File: src/rtl/rv_lsu.sv
// rv_lsu: load/store unit between the multicycle RISC-V datapath and data memory.
// Accepts one request at a time, validates the encoding and alignment, drives a
// word-addressed memory port with byte strobes, and waits for mem_ack with a
// timeout. It then returns a single-cycle response with extended load data.
module rv_lsu #(
  parameter int unsigned TIMEOUT_CYCLES = 255
) (
  input  logic        clk,
  input  logic        reset,
  input  logic        req_valid,
  output logic        req_ready,
  input  logic        req_we,
  input  logic [2:0]  req_funct3,
  input  logic [31:0] req_addr,
  input  logic [31:0] req_wdata,
  output logic        rsp_valid,
  output logic [31:0] rsp_rdata,
  output logic        rsp_err,
  output logic        mem_req,
  output logic        mem_we,
  output logic [31:0] mem_addr,
  output logic [3:0]  mem_wstrb,
  output logic [31:0] mem_wdata,
  input  logic        mem_ack,
  input  logic [31:0] mem_rdata
);

  typedef enum logic [1:0] {
    ST_IDLE = 2'd0,
    ST_WAIT = 2'd1,
    ST_RESP = 2'd2
  } state_t;

  // Last counter value still allowed in WAIT before the access is abandoned.
  localparam logic [7:0] TO_LAST = 8'(TIMEOUT_CYCLES - 1);

  // Funct3 must match the direction, and the address must suit the access size.
  function automatic logic req_legal(input logic we, input logic [2:0] f3, input logic [1:0] a);
    logic ok_s;
    case (f3)
      3'b000:  ok_s = 1'b1;
      3'b001:  ok_s = ~a[0];
      3'b010:  ok_s = (a == 2'b00);
      3'b100:  ok_s = ~we;
      3'b101:  ok_s = ~we & ~a[0];
      default: ok_s = 1'b0;
    endcase
    return ok_s;
  endfunction

  // Byte-lane strobes for a store of the given size at the given byte offset.
  function automatic logic [3:0] store_strb(input logic [2:0] f3, input logic [1:0] a);
    logic [3:0] strb_s;
    case (f3[1:0])
      2'b00:   strb_s = 4'b0001 << a;
      2'b01:   strb_s = a[1] ? 4'b1100 : 4'b0011;
      default: strb_s = 4'b1111;
    endcase
    return strb_s;
  endfunction

  // Replicate right-aligned store data across every lane it may land in.
  function automatic logic [31:0] store_data(input logic [2:0] f3, input logic [31:0] d);
    logic [31:0] data_s;
    case (f3[1:0])
      2'b00:   data_s = {4{d[7:0]}};
      2'b01:   data_s = {2{d[15:0]}};
      default: data_s = d;
    endcase
    return data_s;
  endfunction

  // Pick the addressed byte/halfword out of the read word and extend it.
  function automatic logic [31:0] load_ext(input logic [2:0] f3, input logic [1:0] a,
                                           input logic [31:0] d);
    logic [7:0]  byte_s;
    logic [15:0] half_s;
    logic [31:0] res_s;
    byte_s = d[{a, 3'b000} +: 8];
    half_s = d[{a[1], 4'b0000} +: 16];
    case (f3)
      3'b000:  res_s = {{24{byte_s[7]}}, byte_s};
      3'b100:  res_s = {24'h000000, byte_s};
      3'b001:  res_s = {{16{half_s[15]}}, half_s};
      3'b101:  res_s = {16'h0000, half_s};
      default: res_s = d;
    endcase
    return res_s;
  endfunction

  state_t      state_r, next_state_s;
  logic [7:0]  cnt_r, nxt_cnt_s;
  logic        we_r, nxt_we_s;
  logic [2:0]  funct3_r, nxt_funct3_s;
  logic [1:0]  addr_lo_r, nxt_addr_lo_s;
  logic        mem_req_r, nxt_mem_req_s;
  logic        mem_we_r, nxt_mem_we_s;
  logic [31:0] mem_addr_r, nxt_mem_addr_s;
  logic [3:0]  mem_wstrb_r, nxt_mem_wstrb_s;
  logic [31:0] mem_wdata_r, nxt_mem_wdata_s;
  logic        rsp_valid_r, nxt_rsp_valid_s;
  logic        rsp_err_r, nxt_rsp_err_s;
  logic [31:0] rsp_rdata_r, nxt_rsp_rdata_s;
  logic        accept_s;
  logic        legal_s;
  logic        timeout_s;

  assign req_ready = (state_r == ST_IDLE);
  assign accept_s  = req_valid & req_ready;
  assign legal_s   = req_legal(req_we, req_funct3, req_addr[1:0]);
  assign timeout_s = (cnt_r == TO_LAST);

  assign mem_req   = mem_req_r;
  assign mem_we    = mem_we_r;
  assign mem_addr  = mem_addr_r;
  assign mem_wstrb = mem_wstrb_r;
  assign mem_wdata = mem_wdata_r;
  assign rsp_valid = rsp_valid_r;
  assign rsp_err   = rsp_err_r;
  assign rsp_rdata = rsp_rdata_r;

  // State register; reset returns to IDLE immediately.
  always_ff @(posedge clk or posedge reset) begin
    if (reset) begin
      state_r <= ST_IDLE;
    end else begin
      state_r <= next_state_s;
    end
  end

  // Next-state selection: legal requests wait on memory, illegal go straight to RESP.
  always_comb begin
    next_state_s = state_r;
    case (state_r)
      ST_IDLE: begin
        if (accept_s) begin
          next_state_s = legal_s ? ST_WAIT : ST_RESP;
        end else begin
          next_state_s = ST_IDLE;
        end
      end
      ST_WAIT: begin
        if (mem_ack || timeout_s) begin
          next_state_s = ST_RESP;
        end else begin
          next_state_s = ST_WAIT;
        end
      end
      ST_RESP: next_state_s = ST_IDLE;
      default: next_state_s = ST_IDLE;
    endcase
  end

  // Next values of the registered memory-port, response and bookkeeping outputs.
  always_comb begin
    nxt_cnt_s       = cnt_r;
    nxt_we_s        = we_r;
    nxt_funct3_s    = funct3_r;
    nxt_addr_lo_s   = addr_lo_r;
    nxt_mem_req_s   = mem_req_r;
    nxt_mem_we_s    = mem_we_r;
    nxt_mem_addr_s  = mem_addr_r;
    nxt_mem_wstrb_s = mem_wstrb_r;
    nxt_mem_wdata_s = mem_wdata_r;
    nxt_rsp_valid_s = 1'b0;
    nxt_rsp_err_s   = 1'b0;
    nxt_rsp_rdata_s = 32'h0000_0000;
    case (state_r)
      ST_IDLE: begin
        if (accept_s) begin
          nxt_we_s      = req_we;
          nxt_funct3_s  = req_funct3;
          nxt_addr_lo_s = req_addr[1:0];
          nxt_cnt_s     = 8'd0;
          if (legal_s) begin
            nxt_mem_req_s   = 1'b1;
            nxt_mem_we_s    = req_we;
            nxt_mem_addr_s  = {req_addr[31:2], 2'b00};
            nxt_mem_wstrb_s = req_we ? store_strb(req_funct3, req_addr[1:0]) : 4'b0000;
            nxt_mem_wdata_s = req_we ? store_data(req_funct3, req_wdata) : 32'h0000_0000;
          end else begin
            nxt_rsp_valid_s = 1'b1;
            nxt_rsp_err_s   = 1'b1;
          end
        end else begin
          nxt_mem_req_s = 1'b0;
        end
      end
      ST_WAIT: begin
        if (mem_ack) begin
          nxt_mem_req_s   = 1'b0;
          nxt_rsp_valid_s = 1'b1;
          nxt_rsp_rdata_s = we_r ? 32'h0000_0000 : load_ext(funct3_r, addr_lo_r, mem_rdata);
        end else if (timeout_s) begin
          nxt_mem_req_s   = 1'b0;
          nxt_rsp_valid_s = 1'b1;
          nxt_rsp_err_s   = 1'b1;
        end else begin
          nxt_cnt_s = cnt_r + 8'd1;
        end
      end
      ST_RESP: nxt_mem_req_s = 1'b0;
      default: nxt_mem_req_s = 1'b0;
    endcase
  end

  // Output and request-context registers; reset clears any in-flight access.
  always_ff @(posedge clk or posedge reset) begin
    if (reset) begin
      cnt_r       <= 8'd0;
      we_r        <= 1'b0;
      funct3_r    <= 3'b000;
      addr_lo_r   <= 2'b00;
      mem_req_r   <= 1'b0;
      mem_we_r    <= 1'b0;
      mem_addr_r  <= 32'h0000_0000;
      mem_wstrb_r <= 4'b0000;
      mem_wdata_r <= 32'h0000_0000;
      rsp_valid_r <= 1'b0;
      rsp_err_r   <= 1'b0;
      rsp_rdata_r <= 32'h0000_0000;
    end else begin
      cnt_r       <= nxt_cnt_s;
      we_r        <= nxt_we_s;
      funct3_r    <= nxt_funct3_s;
      addr_lo_r   <= nxt_addr_lo_s;
      mem_req_r   <= nxt_mem_req_s;
      mem_we_r    <= nxt_mem_we_s;
      mem_addr_r  <= nxt_mem_addr_s;
      mem_wstrb_r <= nxt_mem_wstrb_s;
      mem_wdata_r <= nxt_mem_wdata_s;
      rsp_valid_r <= nxt_rsp_valid_s;
      rsp_err_r   <= nxt_rsp_err_s;
      rsp_rdata_r <= nxt_rsp_rdata_s;
    end
  end

endmodule

File: config.mk
export PLATFORM = sky130hd
export DESIGN_NAME = rv_lsu
export DESIGN_NICKNAME = d
export VERILOG_FILES = /design/src/rtl/rv_lsu.sv
export SDC_FILE = /design/constraint.sdc
export NUM_CORES = 1
export LEC_CHECK = 0
export CORE_MARGIN = 5
export CORE_UTILIZATION = 44
export DETAILED_ROUTE_END_ITERATION = 16
export PLACE_DENSITY = 0.82
export RECOVER_POWER = 100
export SYNTH_ARGS = -nofsm -noshare
export SYNTH_HDL_FRONTEND = slang
export SYNTH_SLANG_ARGS = --single-unit
File: constraint.sdc
create_clock -name clk -period 5.6 [get_ports clk]
set_input_delay 1.12 -clock clk [delete_from_list [all_inputs] [get_ports clk]]
set_output_delay 1.12 -clock clk [all_outputs]
set_load 0.005 [all_outputs]
==> out/qor.yml <==
place:
  gp_congestion: 0.8264
  port_buffers: 206
  dpl.hpwl_um: 11180
pwr:
  p_leak_nw: 3.741
  power.total_w: 0.002986
  power_density_nw_per_um2: 382.6
  peakVddDrop_uv: 208.5
critical_path:
  cp-start-kind: "primary input"
  setup.worst_path.end_class: "async pin"
  cp_max_fo: 81
  crit_arrival_ns: 4.47
  path_class: "in2async"
  required_ns: 6.13
sta:
  setup_tns_ns: 0
  clock.fmax_mhz: 253.8
  setup_viol: 0
  finalClockSkew_ns: 0.008964
  final_hold_viol_count: 0
  grt_setup_unrepaired: "no"
  report.final.slew_viol_count: 99
  worst_slew_pin_slew_ns: 3.082
  post-route-min-period_ns: 3.941
  max_slew_margin_pct: -105.7
  fin_crit_sh_pct: 70.37
cells_and_area:
  multi_input_comb_area_um2: 1969
  final_layout_size_suffix_gt1_share_pct: 7.474
  nFillCells: 866
  antenna_cells: 0
  seq_area_um2: 2928
  layout.nets: 763
  syn2layout_area_growth_pct: 48.88
route:
  final_antenna_net_count: 0
  drt_iter0_markers: 355
  vias: 4472
  drt-total-wl_um: 16100
  firstDrtPassIters: 5
  routed_via_density: 5.507
  avgRoutedWirePerCell_um: 19.83
  drc: 0
die:
  die_h_um: 119.2
  start_util_pct: 45.33
  die-area_um2: 14200
  fp-row-count: 39
  num_io_pins: 209
  die_width_um: 119.2
  core_area_um2: 11560
logic_synthesis:
  async_flop_share_pct: 100.0
  syn-cell-area_um2: 5243
  ys_seq_elements: 117
  synth_largest_area_cell: "dfrtp_1"
  avgSynthCellArea_um2: 11.50
  yosysMostFrequentCell: "dfrtp_1"
  synth_top_area_share_pct: 55.85
  yosys_most_used_dff: "dfrtp_1"
  synth_top_cells_by_area: "dfrtp_1, mux2_4, mux2i_1, nand2_1, o21ai_0"
  synth_warnings: 0
  synthCells: 456
  synth_common_cells: "dfrtp_1, nand2_1, o21ai_0"
  ys_seq_area_share_pct: 55.85
  ys_types: 49
  synth-edff-count: 0
global_routing:
  grt_first_pass_wirelength_um: 25140
  antenna_found_initial: 0
  grt_max_degree: 82
  grt_pass1_vias: 4653
  grt_usage_pct: 22.56
  grt_overflow: 0
clocking:
  cts_buffers: 17
  cts-root-buf: "clkbuf_16"
  cts_sinks: 117
  clk_pin_slew_worst_paths_ns: 0.06
  cts-htree-levels: 4
  cts_setup_buffers: 0
  clock_path_buffers: 2
  hold_buffers: 0
  cts-resized-gates: 0
  clock_latency_ns: 0.41
  tritoncts: "built"
flow_run:
  maxCapViolCount: 2
run_status:
  outcome: "complete, but fails checks"
  violations: "capacitance limit, slew limit"
min_path:
  hp-class: "reg2reg"
==> worst max-delay path: stages <==
cell and delay (ns):
clkdlybuf4s50_1 0.40, inv_1 2.17, buf_4 0.71
==> kinds of logic after synthesis <==
| kind of cell | after synthesis | share of synthesized area [%] |
|---|---|---|
| AOI/OAI and AO/OA | 118 | 15.08 |
| xor gates and xnor gates | 2 | 0.3342 |
| adders and majority gates | 2 | 0.4773 |
| buffers and inverters | 41 | 4.391 |
| DFF | 117 | 55.85 |
| muxes | 57 | 14.03 |
| other | 1 | 0.07153 |
| and+or+nand+nor | 118 | 9.761 |
==> cell type report <==
class,count,area share (%)
clock inverter,10,1.651
inverter,13,0.6252
timing repair buffer,209,26.66
clock buffer,21,6.028
sequential,117,37.51
multi-input combinational,299,25.23
tap,143,2.292
==> power by group <==
group,leakage (nW),switching (W),internal (W)
clock network,0.302,0.000367,0.000727
logic,1.92,0.000316,0.000418
registers,1.52,0.000131,0.00103
==> routing by layer <==
layer | GRT usage, % | vias up | part of all wire, %
li1 | - | 2014 | -
met1 | 27.86 | 2185 | 40
met2 | 37.05 | 237 | 49
met3 | 6.777 | 36 | 7.9
met4 | 9.196 | 0 | 2.6
met5 | 0 | - | 0
==> final timing paths <==
check                                           from  cells past startpoint                   endpoint  slack [ns]
min                        mem_wdata[27]$_DFFE_PP0P_                      2  mem_wdata[27]$_DFFE_PP0P_        0.47
max in group clk                             mem_ack                      4    rsp_rdata[28]$_DFF_PP0_        1.74
max reg2reg                      rsp_valid$_DFF_PP0_                      4    rsp_rdata[28]$_DFF_PP0_        2.44
min reg2reg                mem_wdata[27]$_DFFE_PP0P_                      2  mem_wdata[27]$_DFFE_PP0P_        0.47
min in group asynchronous                      reset                      2   mem_addr[28]$_DFFE_PP0P_        2.15
max                                            reset                      3   mem_wstrb[1]$_DFFE_PP0P_        1.66
==> flip-flops by register name, indices dropped and copies added (netlist names) <==
signal and cells:
mem_addr 30, mem_wstrb 4, we_r 1, state_r 1
rsp_err 1, mem_wdata 32, mem_we 1, funct3_r 3
rsp_rdata 32, addr_lo_r 2, mem_req 1, cnt_r 8
rsp_valid 1
==> placed cells by master, fill, tap and decap left out, types with 4 or more instances in the layout <==
cell type | netlist | routed
a21o_1 | 6 | 6
a21oi_1 | 19 | 19
o21ai_0 | 38 | 43
nor3_1 | 7 | 7
dlygate4sd3_1 | 0 | 107
nand3_1 | 5 | 5
clkinv_2 | 0 | 6
mux2_1 | 0 | 31
clkbuf_16 | 0 | 17
inv_1 | 13 | 13
a221oi_1 | 8 | 8
nand2_1 | 60 | 60
dfrtp_1 | 117 | 117
clkdlybuf4s50_1 | 0 | 99
a22o_1 | 8 | 8
o22ai_1 | 8 | 8
mux2i_1 | 24 | 24
nand2b_1 | 4 | 4
nor2_1 | 29 | 29
a21o_2 | 11 | 11
==> through the flow <==
step	setup slack [ns]	hold WS [ns]	cell area, um2	util (%)	cells
detailed placement	1.533	0.4689	7337	63.44	781
global route	0.9643	0.4955	7805	67.49	812
floorplan	1.379	0.4392	5246	-	457
finish	1.659	0.4730	7805	67.49	812
global placement	1.727	0.4617	7337	63.44	781
CTS	1.933	0.4842	7936	68.62	812
No activity file was read; power rests on OpenSTA's default activity.
